[src/rtl/keypad_operand_ctrl.sv]
// Keypad operand sequencer: builds two BCD operands from key strobes and
// hands the pair downstream over a valid/ready handshake.
module keypad_operand_ctrl #(
    parameter int DIGITS = 3,
    parameter int W      = 4 * DIGITS,
    parameter int CW     = $clog2(DIGITS + 1)
) (
    input  logic          clk,
    input  logic          rst,
    input  logic          key_valid,
    input  logic [3:0]    key_code,
    input  logic          ops_ready,
    output logic [W-1:0]  op_a,
    output logic [W-1:0]  op_b,
    output logic          ops_valid,
    output logic [W-1:0]  entry_val,
    output logic [CW-1:0] entry_cnt,
    output logic [1:0]    phase,
    output logic          key_rej
);

    typedef enum logic [1:0] {
        ENTRY_A = 2'd0,
        ENTRY_B = 2'd1,
        HOLD    = 2'd2
    } state_t;

    localparam logic [3:0]    KEY_ENTER = 4'hA;
    localparam logic [3:0]    KEY_BACK  = 4'hB;
    localparam logic [3:0]    KEY_CLEAR = 4'hC;
    localparam logic [CW-1:0] CNT_MAX   = CW'(DIGITS);

    state_t        state;
    logic [CW-1:0] cnt;
    logic [W-1:0]  a_base;
    logic          xfer;

    function automatic logic [W-1:0] push_digit(input logic [W-1:0] op, input logic [3:0] d);
        return {op[W-5:0], d};
    endfunction

    function automatic logic [W-1:0] drop_digit(input logic [W-1:0] op);
        return {4'h0, op[W-1:4]};
    endfunction

    // After a transfer op_a still shows the old value with cnt == 0; the
    // first new digit must start from zero instead of shifting it in.
    assign a_base    = (cnt == '0) ? '0 : op_a;
    assign xfer      = ops_valid && ops_ready;
    assign phase     = state;
    assign entry_cnt = cnt;

    always_ff @(posedge clk or negedge rst) begin
        if (!rst) begin
            state     <= ENTRY_A;
            cnt       <= '0;
            op_a      <= '0;
            op_b      <= '0;
            ops_valid <= 1'b0;
            entry_val <= '0;
            key_rej   <= 1'b0;
        end else begin
            key_rej <= 1'b0;
            if (xfer) begin
                // Handshake wins over any key on the same edge, including clear
                state     <= ENTRY_A;
                cnt       <= '0;
                ops_valid <= 1'b0;
                entry_val <= op_a;
                key_rej   <= key_valid;
            end else if (key_valid) begin
                if (key_code == KEY_CLEAR) begin
                    state     <= ENTRY_A;
                    cnt       <= '0;
                    op_a      <= '0;
                    op_b      <= '0;
                    ops_valid <= 1'b0;
                    entry_val <= '0;
                end else if (state == HOLD || key_code > KEY_CLEAR) begin
                    key_rej <= 1'b1;
                end else if (key_code <= 4'd9) begin
                    if (cnt == CNT_MAX) begin
                        key_rej <= 1'b1;
                    end else if (state == ENTRY_A) begin
                        op_a      <= push_digit(a_base, key_code);
                        entry_val <= push_digit(a_base, key_code);
                        if (cnt == '0)
                            op_b <= '0;
                        cnt <= cnt + 1'b1;
                    end else begin
                        op_b      <= push_digit(op_b, key_code);
                        entry_val <= push_digit(op_b, key_code);
                        cnt       <= cnt + 1'b1;
                    end
                end else if (key_code == KEY_BACK) begin
                    if (cnt == '0) begin
                        key_rej <= 1'b1;
                    end else if (state == ENTRY_A) begin
                        op_a      <= drop_digit(op_a);
                        entry_val <= drop_digit(op_a);
                        cnt       <= cnt - 1'b1;
                    end else begin
                        op_b      <= drop_digit(op_b);
                        entry_val <= drop_digit(op_b);
                        cnt       <= cnt - 1'b1;
                    end
                end else if (key_code == KEY_ENTER) begin
                    if (cnt == '0) begin
                        key_rej <= 1'b1;
                    end else if (state == ENTRY_A) begin
                        state     <= ENTRY_B;
                        cnt       <= '0;
                        op_b      <= '0;
                        entry_val <= '0;
                    end else begin
                        state     <= HOLD;
                        ops_valid <= 1'b1;
                    end
                end
            end
        end
    end

endmodule
[config.mk]
export PLATFORM = sky130hd
export DESIGN_NAME = keypad_operand_ctrl
export DESIGN_NICKNAME = d
export VERILOG_FILES = /design/src/rtl/keypad_operand_ctrl.sv
export SDC_FILE = /design/constraint.sdc
export NUM_CORES = 1
export LEC_CHECK = 0
export BUFFER_PORTS_ARGS = -buffer_cell sky130_fd_sc_hd__buf_2
export CORE_MARGIN = 1.5
export CORE_UTILIZATION = 37
export CTS_BUF_LIST = sky130_fd_sc_hd__clkbuf_16
export CTS_CLUSTER_DIAMETER = 200
export DETAILED_ROUTE_END_ITERATION = 16
export GPL_TIMING_DRIVEN = 0
export SYNTH_ARGS = -nofsm -noshare
export SYNTH_HDL_FRONTEND = slang
export SYNTH_SLANG_ARGS = --single-unit
[constraint.sdc]
create_clock -name clk -period 5.4 [get_ports clk]
set_input_delay 0 -clock clk [delete_from_list [all_inputs] [get_ports clk]]
set_output_delay 0 -clock clk [all_outputs]
set_load 0.02 [all_outputs]
# Yosys cells after proc, flatten, opt, wreduce, memory -nomap -nowiden
# Index checks and enable logic that the tools add are counted.
[word_totals] register_bits=42 out_inout_bits=42 word_cells=119
[op_classes] n_addsub=2 magnitude_cmp=2 n_eq_ne=22 muxes=69 n_bitwise=1 reduce_logical=16
[ops] op="12-bit two-way mux" count=29
[ops] op="2-bit two-way mux" count=20
[ops] op="4-bit != test (second input constant)" count=5
[ops] op="1-bit two-way mux" count=18
[ops] op="3-bit != test (second input constant)" count=6
[ops] op="8-bit two-way mux" count=2
[ops] op="7-bit AND reduction" count=2
[ops] op="4-bit == test (second input constant)" count=3
[ops] op="5-bit != test (second input constant)" count=2
[ops] op="10-bit AND reduction" count=1
[ops] op="5-bit nonzero test" count=2
[ops] op="8-bit AND reduction" count=1
[ops] op="4-bit nonzero test" count=2
[ops] op="3-bit by 2-bit != test with 1-bit output (second input constant)" count=2
[ops] op="6-bit AND reduction" count=1
[ops] op="3-bit nonzero test" count=2
[ops] op="2-bit == test (second input constant)" count=2
[ops] op="4-bit greater-than comparator (second input constant)" count=1
[ops] op="4-bit <= comparator (second input constant)" count=1
[ops] op="2-bit logical NOT" count=2
[ops] op="3-bit by 1-bit != test with 1-bit output (second input constant)" count=1
[ops] op="2-bit by 1-bit adder with 2-bit output (second input constant)" count=1
[ops] op="2-bit != test (second input constant)" count=1
[ops] op="2-bit nonzero test" count=1
[ops] op="4 further kinds" count=4

# Logic depth before layout (Yosys ltp)
[depth] depth_word=10 ltp_mapped=10 depth_no_buf=7

# Worst setup path after synthesis
# No wires, ideal clock.
[synth_path] kind="register to register" start="register cnt[0], in the netlist entry_cnt[0]" end="register op_a[1]" setup_time_ps=125 arrival_ps=1941 required_ps=5275 path_slack_ps=3334 path_stages_with_launch=9 n_path_buf=1 cell_sequence="dfrtp_1 inv_1 ha_1 clkbuf_1 nand2b_1 a21oi_1 o22ai_2 nor2_4 mux2_2"
[synth_between] elab_chain_len=3 elab_cells_between_ends=5 cone_classes="eq/ne: 3; reduce/logical: 2"
[synth_lines] element="start: declaration" line="34" source="logic [CW-1:0] cnt;"
[synth_lines] element="start signal: assignment" line="89" source="cnt <= cnt + 1'b1;"
[synth_lines] element="start signal: assignment" line="93" source="cnt <= cnt + 1'b1;"
[synth_lines] element="start signal: assignment" line="101" source="cnt <= cnt - 1'b1;"
[synth_lines] element="2-bit == test / 2-bit logical NOT (equally long branches)" line="82, 96"
[synth_lines] element="3-bit != test (no source line) / 3-bit by 1-bit != test with 1-bit output (equally long branches)"
[synth_lines] element="8-bit AND reduction (no source line) (*)"
[synth_lines] element="end signal: assignment" line="85" source="op_a <= push_digit(a_base, key_code);"
[synth_lines] element="end signal: assignment" line="99" source="op_a <= drop_digit(op_a);"
[synth_lines] element="end: declaration" line="13" source="output logic [W-1:0] op_a,"
# Every way passes the cells marked *; elsewhere a longest branch is shown, timed or not.
# A chain may end at the register's enable or synchronous reset.

# Worst setup path in the final report
[layout_path] start="register cnt[0], in the netlist entry_cnt[0]" end="register entry_val[9]"
[layout_between] elab_chain_len=9 elab_cells_between_ends=14 cone_classes="eq/ne: 4; mux: 8; reduce/logical: 2"
[layout_lines] element="2-bit logical NOT" line="48, 96, 108"
[layout_lines] element="8-bit two-way mux" line="48" source="assign a_base = (cnt == '0) ? '0 : op_a;"
[layout_lines] element="12-bit two-way mux" line="84" source="end else if (state == ENTRY_A) begin"
[layout_lines] element="12-bit two-way mux" line="82" source="if (cnt == CNT_MAX) begin"
[layout_lines] element="12-bit two-way mux" line="81" source="end else if (key_code <= 4'd9) begin"
[layout_lines] element="12-bit two-way mux" line="79" source="end else if (state == HOLD || key_code > KEY_CLEAR) begin"
[layout_lines] element="12-bit two-way mux" line="72" source="if (key_code == KEY_CLEAR) begin"
[layout_lines] element="12-bit two-way mux" line="71" source="end else if (key_valid) begin"
[layout_lines] element="12-bit two-way mux" line="64" source="if (xfer) begin"
[layout_lines] element="end signal: assignment" line="69" source="entry_val <= op_a;"
[layout_lines] element="end signal: assignment" line="86" source="entry_val <= push_digit(a_base, key_code);"
[layout_lines] element="end signal: assignment" line="92" source="entry_val <= push_digit(op_b, key_code);"
[layout_lines] element="end: declaration" line="16" source="output logic [W-1:0] entry_val,"
# Several ways; a longest one is shown, not always the timed one. The select of a mux whose other input is x is not followed.

==> flow_metrics.env <==
export IMPL_ys_flop_type="dfrtp_1"
export IMPL_htree_levels=2
export IMPL_grt_pass1_vias=2159
export IMPL_drtIter0Drc=265
export IMPL_die_height_um=86.0
export IMPL_initial_core_util_pct=37.9
export IMPL_fin_worst_skew_ps=5.59
export IMPL_drive_gt1_share_pct=24.5
export IMPL_peakVddDrop_mv=0.190
export IMPL_total_power_uw=1630
export IMPL_required_ps=5600
export IMPL_grt_antenna_before_repair=0
export IMPL_dr_wl_met2_um=3310
export IMPL_p_leak_uw=0.00141
export IMPL_nFillCells=673
export IMPL_area_growth_pct=19.8
export IMPL_numCtsBuffers=5
export IMPL_regArea_um2=1050
export IMPL_post_cts_buffers=0
export IMPL_globalplace_congestion=0.915
export IMPL_dieWidth_um=86.0
export IMPL_viasPerCell=5.79
export IMPL_max_slew_margin_rel_pct=34.5
export IMPL_hpwl_um=5270
export IMPL_fmax_mhz=406
export IMPL_wl_met3_um=439
export IMPL_arrival_ps=2670
export IMPL_rsz0062_at_grt="false"
export IMPL_critical_path_class="flip-flop to flip-flop"
export IMPL_rows=30
export IMPL_grt_use_total_pct=20.5
export IMPL_firstDrtPassIters=7
export IMPL_cts_resized=0
export IMPL_finalSetupViolCount=0
export IMPL_portBuffers=47
export IMPL_holdBufCountCts=1
export IMPL_grt_max_degree=43
export IMPL_routedWlPerCell_um=18.1
export IMPL_drcViolationCount=0
export IMPL_cts_sink_count=42
export IMPL_period_needed_ps=2460
export IMPL_tightest_slew_ps=983
export IMPL_drv_cap=0
export IMPL_max_stage_delay_ps=790
export IMPL_highest_signal_layer="met4"
export IMPL_ys_seq_area_share_pct=41.3
export IMPL_routed_wl_um=7330
export IMPL_cts_root_buf="clkbuf_16"
export IMPL_synth_edff_count=0
export IMPL_status="finished, final reports clean"
export IMPL_yosysWarnings=0
export IMPL_hold_path_class="input pin to flip-flop"
export IMPL_cts_tree="yes"
export IMPL_grt_first_pass_wirelength_um=11800
export IMPL_slew_viol_final=0
export IMPL_grt_overflow=0
export IMPL_clk_pin_slew_worst_paths_ps=60
export IMPL_diodes=0
export IMPL_finalSetupTns_ps=0
export IMPL_fin_crit_sh_pct=45.6
export IMPL_num_vias=2349
export IMPL_dieArea_um2=7390
export IMPL_crit_path_end_kind="flip-flop"
export IMPL_crit_slowest_cell="nor3_1"
export IMPL_io_pins=50
export IMPL_clock_path_buffers=2
export IMPL_syn_area_um2=2550
export IMPL_postSynthCellCount=271
export IMPL_clkLatencyLatePin_ps=280
export IMPL_antenna_left=0
export IMPL_path_max_fanout=9
export IMPL_core_area_um2=6720
export IMPL_synth_distinct_cells=53
export IMPL_met1_length_um=3360
export IMPL_async_flop_share_pct=100
export IMPL_fin_nets=336
export IMPL_path_cells="inv_1, ha_1, clkbuf_1, nor3_1, a22oi_1, or3_1, a31oi_1"
export IMPL_p_per_area_nw_per_um2=535
export IMPL_avgSynthCellArea_um2=9.40
export IMPL_finalHoldViolations=0
export IMPL_startpoint_type="flip-flop"
export IMPL_synthesis_nets=281
export IMPL_synth_seq_cells=42
export IMPL_multi_input_area_um2=1370
## Yosys cell counts, types with 2 or more instances
| master | n | share of area, % |
|---|---|---|
| a211o_1 | 2 | 0.69 |
| a211oi_4 | 2 | 1.6 |
| a21oi_1 | 11 | 2.2 |
| a221o_1 | 2 | 0.79 |
| a221oi_1 | 4 | 1.4 |
| a22o_1 | 3 | 1.0 |
| a22oi_1 | 4 | 1.2 |
| a31oi_1 | 10 | 2.5 |
| and2_1 | 4 | 0.98 |
| buf_2 | 5 | 0.98 |
| buf_6 | 3 | 1.3 |
| clkbuf_1 | 9 | 1.3 |
| dfrtp_1 | 42 | 41 |
| ha_1 | 2 | 0.98 |
| inv_1 | 7 | 1.0 |
| mux2_1 | 9 | 4.0 |
| mux2_2 | 9 | 4.0 |
| mux2i_1 | 6 | 2.4 |
| nand2_1 | 38 | 5.6 |
| nand2b_1 | 4 | 0.98 |
| nand3_1 | 15 | 2.9 |
| nand3b_1 | 4 | 1.2 |
| nor2_1 | 18 | 2.7 |
| nor2b_1 | 4 | 0.98 |
| nor3_1 | 6 | 1.2 |
| o211ai_1 | 2 | 0.59 |
| o21a_1 | 4 | 1.2 |
| o21ai_0 | 12 | 2.4 |
| o22ai_1 | 2 | 0.49 |
| o31ai_1 | 4 | 1.2 |
| or3_1 | 2 | 0.49 |
## worst max-delay path: cells and delay by family, from the launching register on
| kind | cells | cell delay [ps] |
|---|---|---|
| DFF | 1 | 400 |
| AOI/OAI and AO/OA | 2 | 320 |
| and+or+nand+nor | 2 | 1180 |
| buffers and inverters | 2 | 280 |
| adders and majority gates | 1 | 190 |
## sequential cells by signal, indices dropped and copies added (netlist names)
name and cells:
key_rej 1, phase 2, op_b 12, entry_cnt 2, op_a 12, entry_val 12, ops_valid 1
## power by group
group          internal, uW  leakage, uW  switching (uW)  total [uW]
Clock                   214    0.0000773             118         332
Sequential              425     0.000562             124         548
Combinational           279     0.000773             474         753
Total                   918      0.00141             716        1630
## layout make-up
type | instances | share of cell area, %
timing repair buffer | 48 | 8.04
sequential | 42 | 34.5
clock buffer | 5 | 4.10
inverter | 7 | 0.861
tap | 80 | 3.28
clock inverter | 2 | 1.11
multi-input combinational | 203 | 44.7
buffer | 19 | 3.40
## through the flow
stage | util, % | hold slack [ps] | worst slack, ps | area (um2) | std cells
floorplan | - | -296 | 3330 | 2550 | 271
global placement | 42.9 | 208 | 3090 | 2880 | 398
detailed placement | 42.9 | 214 | 2970 | 2880 | 398
CTS | 45.4 | 12.3 | 2940 | 3050 | 406
global route | 45.4 | 37.8 | 2780 | 3050 | 406
finish | 45.4 | 9.57 | 2940 | 3050 | 406
## routing by layer
layer	global-route usage, %	up-vias
li1	-	1099
met1	29.4	1129
met4	6.01	0
met2	31.9	104
met3	3.08	17
met5	0	-
## layout by cell type (no fill, tap or decap), drive strengths merged, types with 3 or more instances in the layout
cell type	synthesis	layout
buf	10	57
dfrtp	42	42
nand2	38	38
nor2	19	19
mux2	18	18
nand3	15	15
o21ai	14	14
clkbuf	9	14
a21oi	11	11
a31oi	10	10
inv	7	7
nor3	6	6
mux2i	6	6
nand2b	4	4
nor2b	4	4
and2	4	4
o21a	4	4
a22oi	4	4
a221oi	4	4
nand3b	4	4
o31ai	4	4
a22o	3	3
o211ai	3	3
o22ai	3	3
## final timing paths
check | from | to | slack (ps) | cells after the start
setup / recovery | entry_cnt[0]$_DFFE_PN0P_ | entry_val[9]$_DFFE_PN0P_ | 2940 | 7
hold / removal | ops_ready | ops_valid$_DFFE_PN0P_ | 10 | 3
setup reg to reg | entry_cnt[0]$_DFFE_PN0P_ | entry_val[9]$_DFFE_PN0P_ | 2940 | 7
hold reg to reg | entry_val[5]$_DFFE_PN0P_ | entry_val[5]$_DFFE_PN0P_ | 520 | 2
max in group asynchronous | rst | op_b[5]$_DFFE_PN0P_ | 4380 | 2
min in group asynchronous | rst | op_b[1]$_DFFE_PN0P_ | 430 | 2
## kinds of logic after synthesis
family,share of synthesized area [%]
AO/OA/AOI/OAI,22.3
XOR/XNOR,0.344
adder cells (fa/ha/maj),0.983
buffers and inverters,5.11
flip-flops,41.3
multiplexers,10.3
AND/OR/NAND/NOR,19.7
No activity file was read; power rests on OpenSTA's default activity.
